**config.mk**
```make
export PLATFORM = sky130hd
export DESIGN_NAME = cdb_arbiter
export DESIGN_NICKNAME = d
export VERILOG_FILES = /design/src/rtl/cdb_arbiter.sv
export SDC_FILE = /design/constraint.sdc
export NUM_CORES = 1
export LEC_CHECK = 0
export ABC_AREA = 1
export BUFFER_PORTS_ARGS = -buffer_cell sky130_fd_sc_hd__buf_2
export CORE_AREA = 2 2 110 112
export DETAILED_ROUTE_END_ITERATION = 12
export DIE_AREA = 0 0 112 114
export PLACE_DENSITY_LB_ADDON = 0.3
export SKIP_CTS_REPAIR_TIMING = 1
export SYNTH_ARGS = -nofsm -noshare
export SYNTH_HDL_FRONTEND = slang
export SYNTH_SLANG_ARGS = --single-unit
```
**constraint.sdc**
```tcl
create_clock -name clk -period 3.4 [get_ports clk]
set_input_delay 0.68 -clock clk [delete_from_list [all_inputs] [get_ports clk]]
set_output_delay 0.68 -clock clk [all_outputs]
set_load 0.05 [all_outputs]
```
**src/rtl/cdb_arbiter.sv**
```systemverilog
// cdb_arbiter: round-robin arbiter that moves up to N_LANES producer results
// per cycle onto the registered common data bus lanes.
//
// Ports
//   clk, rst      clock; synchronous active-high reset
//   flush_i       pipeline flush: no grants this cycle, lanes empty next cycle
//   req_vld_i     per-producer result valid
//   req_rdy_o     per-producer grant (combinational, same cycle)
//   req_data_i    per-producer result value
//   req_rob_i     per-producer destination ROB tag
//   lane_vld_o    per-lane valid, one cycle after the grant
//   lane_data_o   per-lane data (0 when the lane is empty)
//   lane_rob_o    per-lane ROB tag (0 when the lane is empty)
//   perf_stall_o  per-producer saturating count of cycles spent valid but not
//                 granted; exists only when CDB_ARB_PERF_EN is defined
//
// Build option: define CDB_ARB_PERF_EN to add the stall counters.

// One CDB lane output register; data and tag are zeroed when the lane is empty.
module cdb_lane #(
    parameter int WIDTH     = 32,
    parameter int ROB_IDX_W = 3
) (
    input  logic                 clk,
    input  logic                 rst,
    input  logic                 in_vld,
    input  logic [WIDTH-1:0]     in_data,
    input  logic [ROB_IDX_W-1:0] in_rob,
    output logic                 lane_vld,
    output logic [WIDTH-1:0]     lane_data,
    output logic [ROB_IDX_W-1:0] lane_rob
);
    always_ff @(posedge clk) begin
        if (rst) begin
            lane_vld  <= 1'b0;
            lane_data <= '0;
            lane_rob  <= '0;
        end else begin
            lane_vld  <= in_vld;
            lane_data <= in_vld ? in_data : '0;
            lane_rob  <= in_vld ? in_rob  : '0;
        end
    end
endmodule

module cdb_arbiter #(
    parameter int N_REQ     = 4,
    parameter int N_LANES   = 2,
    parameter int WIDTH     = 32,
    parameter int ROB_IDX_W = 3
) (
    input  logic                                clk,
    input  logic                                rst,
    input  logic                                flush_i,
    input  logic [N_REQ-1:0]                    req_vld_i,
    output logic [N_REQ-1:0]                    req_rdy_o,
    input  logic [N_REQ-1:0][WIDTH-1:0]         req_data_i,
    input  logic [N_REQ-1:0][ROB_IDX_W-1:0]     req_rob_i,
    output logic [N_LANES-1:0]                  lane_vld_o,
    output logic [N_LANES-1:0][WIDTH-1:0]       lane_data_o,
    output logic [N_LANES-1:0][ROB_IDX_W-1:0]   lane_rob_o
`ifdef CDB_ARB_PERF_EN
   ,output logic [N_REQ-1:0][15:0]              perf_stall_o
`endif
);
    localparam int PW = $clog2(N_REQ);
    localparam logic [PW:0]   NR   = (PW+1)'(N_REQ);
    localparam logic [PW-1:0] LAST = PW'(N_REQ - 1);

    logic [PW-1:0]                rr_ptr;
    logic [N_REQ-1:0][PW-1:0]     scan_idx;   // requester visited at scan step o
    logic [N_REQ-1:0]             grant;
    logic [N_LANES-1:0]           sel_vld;
    logic [N_LANES-1:0][PW-1:0]   sel_idx;    // requester feeding lane k
    logic [PW-1:0]                last_idx;
    logic                         placed;

    // scan_idx[o] = (rr_ptr + o) mod N_REQ; the sum is below 2*N_REQ so one
    // conditional subtract is enough.
    for (genvar o = 0; o < N_REQ; o++) begin : g_scan
        localparam logic [PW:0] OFS = (PW+1)'(o);
        logic [PW:0] sum;
        assign sum         = {1'b0, rr_ptr} + OFS;
        assign scan_idx[o] = (sum >= NR) ? PW'(sum - NR) : sum[PW-1:0];
    end

    // Walk requesters in round-robin order; each valid one takes the lowest
    // free lane until the lanes run out. Flush and reset suppress all grants.
    always_comb begin
        grant    = '0;
        sel_vld  = '0;
        sel_idx  = '0;
        last_idx = rr_ptr;
        placed   = 1'b0;
        for (int o = 0; o < N_REQ; o++) begin
            placed = 1'b0;
            if (req_vld_i[scan_idx[o]] && !flush_i && !rst) begin
                for (int k = 0; k < N_LANES; k++) begin
                    if (!sel_vld[k] && !placed) begin
                        sel_vld[k] = 1'b1;
                        sel_idx[k] = scan_idx[o];
                        placed     = 1'b1;
                    end
                end
                if (placed) begin
                    grant[scan_idx[o]] = 1'b1;
                    last_idx           = scan_idx[o];
                end
            end
        end
    end

    assign req_rdy_o = grant;

    always_ff @(posedge clk) begin
        if (rst)
            rr_ptr <= '0;
        else if (|grant)
            rr_ptr <= (last_idx == LAST) ? '0 : last_idx + PW'(1);
    end

    for (genvar k = 0; k < N_LANES; k++) begin : g_lane
        cdb_lane #(
            .WIDTH     (WIDTH),
            .ROB_IDX_W (ROB_IDX_W)
        ) u_lane (
            .clk       (clk),
            .rst       (rst),
            .in_vld    (sel_vld[k]),
            .in_data   (req_data_i[sel_idx[k]]),
            .in_rob    (req_rob_i[sel_idx[k]]),
            .lane_vld  (lane_vld_o[k]),
            .lane_data (lane_data_o[k]),
            .lane_rob  (lane_rob_o[k])
        );
    end

`ifdef CDB_ARB_PERF_EN
    // Stall counters survive flushes; only reset clears them.
    always_ff @(posedge clk) begin
        if (rst) begin
            perf_stall_o <= '0;
        end else begin
            for (int i = 0; i < N_REQ; i++) begin
                if (req_vld_i[i] && !req_rdy_o[i] && perf_stall_o[i] != 16'hFFFF)
                    perf_stall_o[i] <= perf_stall_o[i] + 16'd1;
            end
        end
    end
`endif

endmodule

```
==> report_table.html <==
<table>
<tr><th>Metric</th><th>Value</th></tr>
<tr><th colspan="2">Clock tree</th></tr>
<tr><td>Clk sink count</td><td>74</td></tr>
<tr><td>Buffers from clock root to sink, at most</td><td>2</td></tr>
<tr><td>CTS tree</td><td>built</td></tr>
<tr><td>Clock latency on the worst-skew pair</td><td>around 0.34 ns</td></tr>
<tr><td>CTS root buffer</td><td>sky130_fd_sc_hd__clkbuf_16</td></tr>
<tr><td>Clock transition at the registers of the reported paths</td><td>~0.060 ns</td></tr>
<tr><td>H-Tree Level Count</td><td>3</td></tr>
<tr><td>Number of buffers inserted during clock tree synthesis</td><td>9</td></tr>
<tr><th colspan="2">Pwr</th></tr>
<tr><td>Power share of the sequential group</td><td>approximately a fifth</td></tr>
<tr><td>Switching fraction of total power</td><td>around half</td></tr>
<tr><td>Switching Power</td><td>between 2 and 3 mW</td></tr>
<tr><td>Leakage dissipation</td><td>roughly 4.1 nW</td></tr>
<tr><td>Portion of total power attributed to the clock network</td><td>approximately a fifth</td></tr>
<tr><td>Comb pwr share</td><td>roughly three fifths</td></tr>
<tr><td>Cell Int Power</td><td>approximately 2.7 mW</td></tr>
<tr><td>Worst vdd rail ir drop</td><td>slightly below 0.0005 V</td></tr>
<tr><td>Power density cells</td><td>between 700 and 800 nW/um^2</td></tr>
<tr><th colspan="2">STA</th></tr>
<tr><td>Measured slew at the worst slew-check pin</td><td>~0.8 ns</td></tr>
<tr><td>Maximum frequency from static timing analysis</td><td>between 300 and 400 MHz</td></tr>
<tr><td>Shortest period the worst path allows</td><td>about 3.2 ns</td></tr>
<tr><td>Worst Setup Slack, final</td><td>about 0.16 ns</td></tr>
<tr><td>Share of the cycle needed by the critical path after routing</td><td>a little over nine tenths</td></tr>
<tr><td>Setup Skew</td><td>roughly 0.0051 ns</td></tr>
<tr><td>Fin. max-slew vios</td><td>0</td></tr>
<tr><td>Final setup violation count</td><td>0</td></tr>
<tr><td>Fin Hold WS</td><td>0.578 ns</td></tr>
<tr><td>Number of hold violations in the final report</td><td>0</td></tr>
<tr><td>Worst slew margin relative to its limit</td><td>a little under half</td></tr>
<tr><th colspan="2">Layout</th></tr>
<tr><td>Ant diodes</td><td>0</td></tr>
<tr><td>Util after Layout</td><td>around three fifths</td></tr>
<tr><td>Proportion of layout cells with a drive suffix above 1</td><td>between 20 and 30%</td></tr>
<tr><td>Final instance area</td><td>7160 um^2</td></tr>
<tr><td>Area overhead of the layout relative to synthesis</td><td>26.1%</td></tr>
<tr><td>Net total in the final layout</td><td>around 1.3k</td></tr>
<tr><th colspan="2">Setup path</th></tr>
<tr><td>Maximum cell stage delay along the critical path</td><td>~0.38 ns</td></tr>
<tr><td>Critical Path Most Common Cell</td><td>sky130_fd_sc_hd__nand2_1</td></tr>
<tr><td>Reg2Reg Depth</td><td>15</td></tr>
<tr><td>WP data arrival</td><td>2.56 ns</td></tr>
<tr><td>CP Cell Sequence</td><td>inv_4 -&gt; ha_4 -&gt; nand3_1 -&gt; nand2_1 -&gt; inv_2 -&gt; nand2_1 -&gt; inv_2 -&gt; ha_1 -&gt; nand2_2 -&gt; nand3_1 -&gt; nand2_2 -&gt; nand2_1 -&gt; nand2_1 -&gt; buf_4</td></tr>
<tr><td>CP required</td><td>between 2 and 3 ns</td></tr>
<tr><td>Slowest CP cell</td><td>sky130_fd_sc_hd__dfxtp_1</td></tr>
<tr><td>Biggest fanout along the worst timing path</td><td>7</td></tr>
<tr><td>Type of element capturing the critical path</td><td>output pin</td></tr>
<tr><td>Worst setup SP type</td><td>register</td></tr>
<tr><td>Category of the most critical setup path</td><td>register to output pin</td></tr>
<tr><th colspan="2">Outcome</th></tr>
<tr><td>Result of the run</td><td>completed</td></tr>
<tr><th colspan="2">Floorplanning</th></tr>
<tr><td>Area of the core</td><td>between 10000 and 15000 um^2</td></tr>
<tr><td>Starting Density</td><td>between 40% and 50%</td></tr>
<tr><td>Number of top-level pins</td><td>223</td></tr>
<tr><td>Die Area</td><td>12800 um^2</td></tr>
<tr><td>Placement Rows</td><td>40</td></tr>
<tr><td>Width of the die</td><td>112 um</td></tr>
<tr><td>Overall die height</td><td>around 110 um</td></tr>
<tr><th colspan="2">Global routing</th></tr>
<tr><td>Total global routing overflow</td><td>0</td></tr>
<tr><td>First-pass GRT wire length</td><td>~29000 um</td></tr>
<tr><td>Via count of the first global-routing pass</td><td>around 6.1k</td></tr>
<tr><td>Global-route usage over all layers</td><td>27.2%</td></tr>
<tr><td>Maximum number of pins on one net before global-route repair</td><td>65</td></tr>
<tr><td>Antenna violations before repair</td><td>0</td></tr>
<tr><th colspan="2">Logic synthesis</th></tr>
<tr><td>Post-Syn Nets</td><td>roughly 1.1k</td></tr>
<tr><td>Sequential share of the synthesized area</td><td>about a quarter</td></tr>
<tr><td>Number of different library cells in the post-synthesis netlist</td><td>28</td></tr>
<tr><td>Total number of yosys warnings</td><td>0</td></tr>
<tr><td>Flip-flop and latch count after synthesis</td><td>74</td></tr>
<tr><td>Synthesized netlist cell count</td><td>936</td></tr>
<tr><td>Netlist area before placement</td><td>5680 um^2</td></tr>
<tr><td>Average instance area after synthesis</td><td>about 6.1 um^2</td></tr>
<tr><th colspan="2">Placed design</th></tr>
<tr><td>Post-Place Worst Slack</td><td>between 0.2 and 0.25 ns</td></tr>
<tr><td>Area after DPL</td><td>6820 um^2</td></tr>
<tr><td>Half-perimeter wire length after detailed placement</td><td>roughly 12000 um</td></tr>
<tr><td>Total of buffers placed on input and output ports</td><td>between 200 and 250</td></tr>
<tr><td>Weighted congestion at the end of routability-driven global placement</td><td>0.886</td></tr>
<tr><th colspan="2">Route</th></tr>
<tr><td>Final antenna-violating net count</td><td>0</td></tr>
<tr><td>Routed len/inst</td><td>between 10 and 15 um</td></tr>
<tr><td>Vias per inst</td><td>~5.2</td></tr>
<tr><td>Number of iterations in the first detailed-routing pass</td><td>5</td></tr>
<tr><td>Number of remaining DRC errors</td><td>0</td></tr>
<tr><td>Wire length after detailed routing</td><td>between 15000 and 20000 um</td></tr>
<tr><td>Via count</td><td>6668</td></tr>
<tr><td>Initial drt markers</td><td>between 600 and 700</td></tr>
<tr><th colspan="2">Hold path</th></tr>
<tr><td>Hold depth</td><td>2</td></tr>
<tr><td>Path type of the worst min-delay path</td><td>input pin to register</td></tr>
<tr><th colspan="2">Run</th></tr>
<tr><td>Maximum capacitance violations</td><td>0</td></tr>
</table>
==> cells in the mapped netlist, drive strengths merged <==
cell type,count,area (um^2)
a21oi,74,412
nand3b,2,15.0
buf,47,330
inv,170,648
nand4,3,18.8
ha,13,163
nand2,286,1170
nor2,16,93.8
nand3,238,1290
dfxtp,74,1480
o21ai,2,10.0
clkbuf,11,41.3
==> layer usage <==
layer	vias up	GRT usage (%)	wire, um
li1	3313	-	-
met1	3011	35.8	7580
met2	309	44.9	8490
met3	35	4.73	1380
met4	0	10.4	377
met5	-	0	0
==> placed cells by master, fill, tap and decap left out <==
cell / instances
sky130_fd_sc_hd__nand3_4: 3
sky130_fd_sc_hd__ha_1: 12
sky130_fd_sc_hd__clkbuf_16: 9
sky130_fd_sc_hd__inv_2: 10
sky130_fd_sc_hd__buf_6: 2
sky130_fd_sc_hd__ha_4: 1
sky130_fd_sc_hd__clkinv_2: 1
sky130_fd_sc_hd__nand3_1: 222
sky130_fd_sc_hd__bufinv_16: 2
sky130_fd_sc_hd__buf_12: 5
sky130_fd_sc_hd__nand3_2: 13
sky130_fd_sc_hd__inv_4: 2
sky130_fd_sc_hd__nor2_2: 2
sky130_fd_sc_hd__clkbuf_1: 1
sky130_fd_sc_hd__o21ai_1: 1
sky130_fd_sc_hd__inv_1: 157
sky130_fd_sc_hd__clkbuf_8: 1
sky130_fd_sc_hd__nor2_4: 2
sky130_fd_sc_hd__nand2_2: 9
sky130_fd_sc_hd__nand2_8: 1
sky130_fd_sc_hd__nand2_1: 267
sky130_fd_sc_hd__nor2_1: 11
sky130_fd_sc_hd__nor2_8: 1
sky130_fd_sc_hd__dfxtp_1: 74
sky130_fd_sc_hd__buf_4: 15
sky130_fd_sc_hd__inv_6: 1
sky130_fd_sc_hd__nand4_1: 3
sky130_fd_sc_hd__a21oi_2: 11
sky130_fd_sc_hd__o21ai_4: 1
sky130_fd_sc_hd__buf_2: 218
sky130_fd_sc_hd__nand3b_1: 2
sky130_fd_sc_hd__nand2_4: 9
sky130_fd_sc_hd__a21oi_1: 63
==> logic make-up after synthesis <==
logic type | after synthesis | synth area share (%)
compound gates | 76 | 7.42
buf+inv | 228 | 18.0
fa+ha+maj | 13 | 2.86
flops | 74 | 26.1
simple gates | 545 | 45.7
==> critical path, delay by kind of cell, from the launching register on <==
| kind | cells | cell delay [ns] |
|---|---|---|
| buffers and inverters | 4 | 0.42 |
| adder cells (fa/ha/maj) | 2 | 0.52 |
| flip-flops | 1 | 0.38 |
| AND/OR/NAND/NOR | 8 | 0.90 |
==> final cells by class <==
class	count	area (um^2)
fill	1159	4550
multi-input combinational	634	3210
clock inverter	3	65.1
inverter	170	648
timing repair buffer	240	1330
tap	147	184
sequential	74	1480
clock buffer	11	243
==> power by group through the flow <==
| stage | clock network [mW] | logic [mW] | registers (mW) |
|---|---|---|---|
| CTS | 1.04 | 3.26 | 1.10 |
| floorplan | 0 | 1.96 | 1.70 |
| detailed placement | 0 | 3.25 | 1.12 |
| finish | 1.02 | 3.32 | 1.10 |
| global placement | 0 | 3.22 | 1.12 |
| global route | 1.08 | 3.62 | 1.11 |
==> through the flow <==
step / TNS [ns] / instances / total power [mW]
after detailed placement: 0 / 1265 / 4.37
final: 0 / 1279 / 5.44
after global routing: -0.0455 / 1279 / 5.81
after floorplan: 0 / 936 / 3.66
after global placement: 0 / 1265 / 4.34
after CTS: -0.248 / 1279 / 5.40
==> sequential cells by signal, indices dropped and copies added (netlist names) <==
name,cells
g_lane.u_lane.lane_data,64
g_lane.u_lane.lane_vld,2
rr_ptr,2
g_lane.u_lane.lane_rob,6
==> final timing paths <==
| check | endpoint | slack, ns | start |
|---|---|---|---|
| hold / removal | g_lane[1].u_lane.lane_vld$_SDFF_PP0_ | 0.58 | rst |
| setup / recovery | req_rdy_o[0] | 0.16 | rr_ptr[0]$_SDFFE_PP0P_ |
| hold reg to reg | rr_ptr[1]$_SDFFE_PP0P_ | 0.84 | rr_ptr[1]$_SDFFE_PP0P_ |
| setup reg to reg | g_lane[0].u_lane.lane_data[22]$_SDFF_PP0_ | 0.46 | rr_ptr[0]$_SDFFE_PP0P_ |
(Power assumes the default switching activity.)
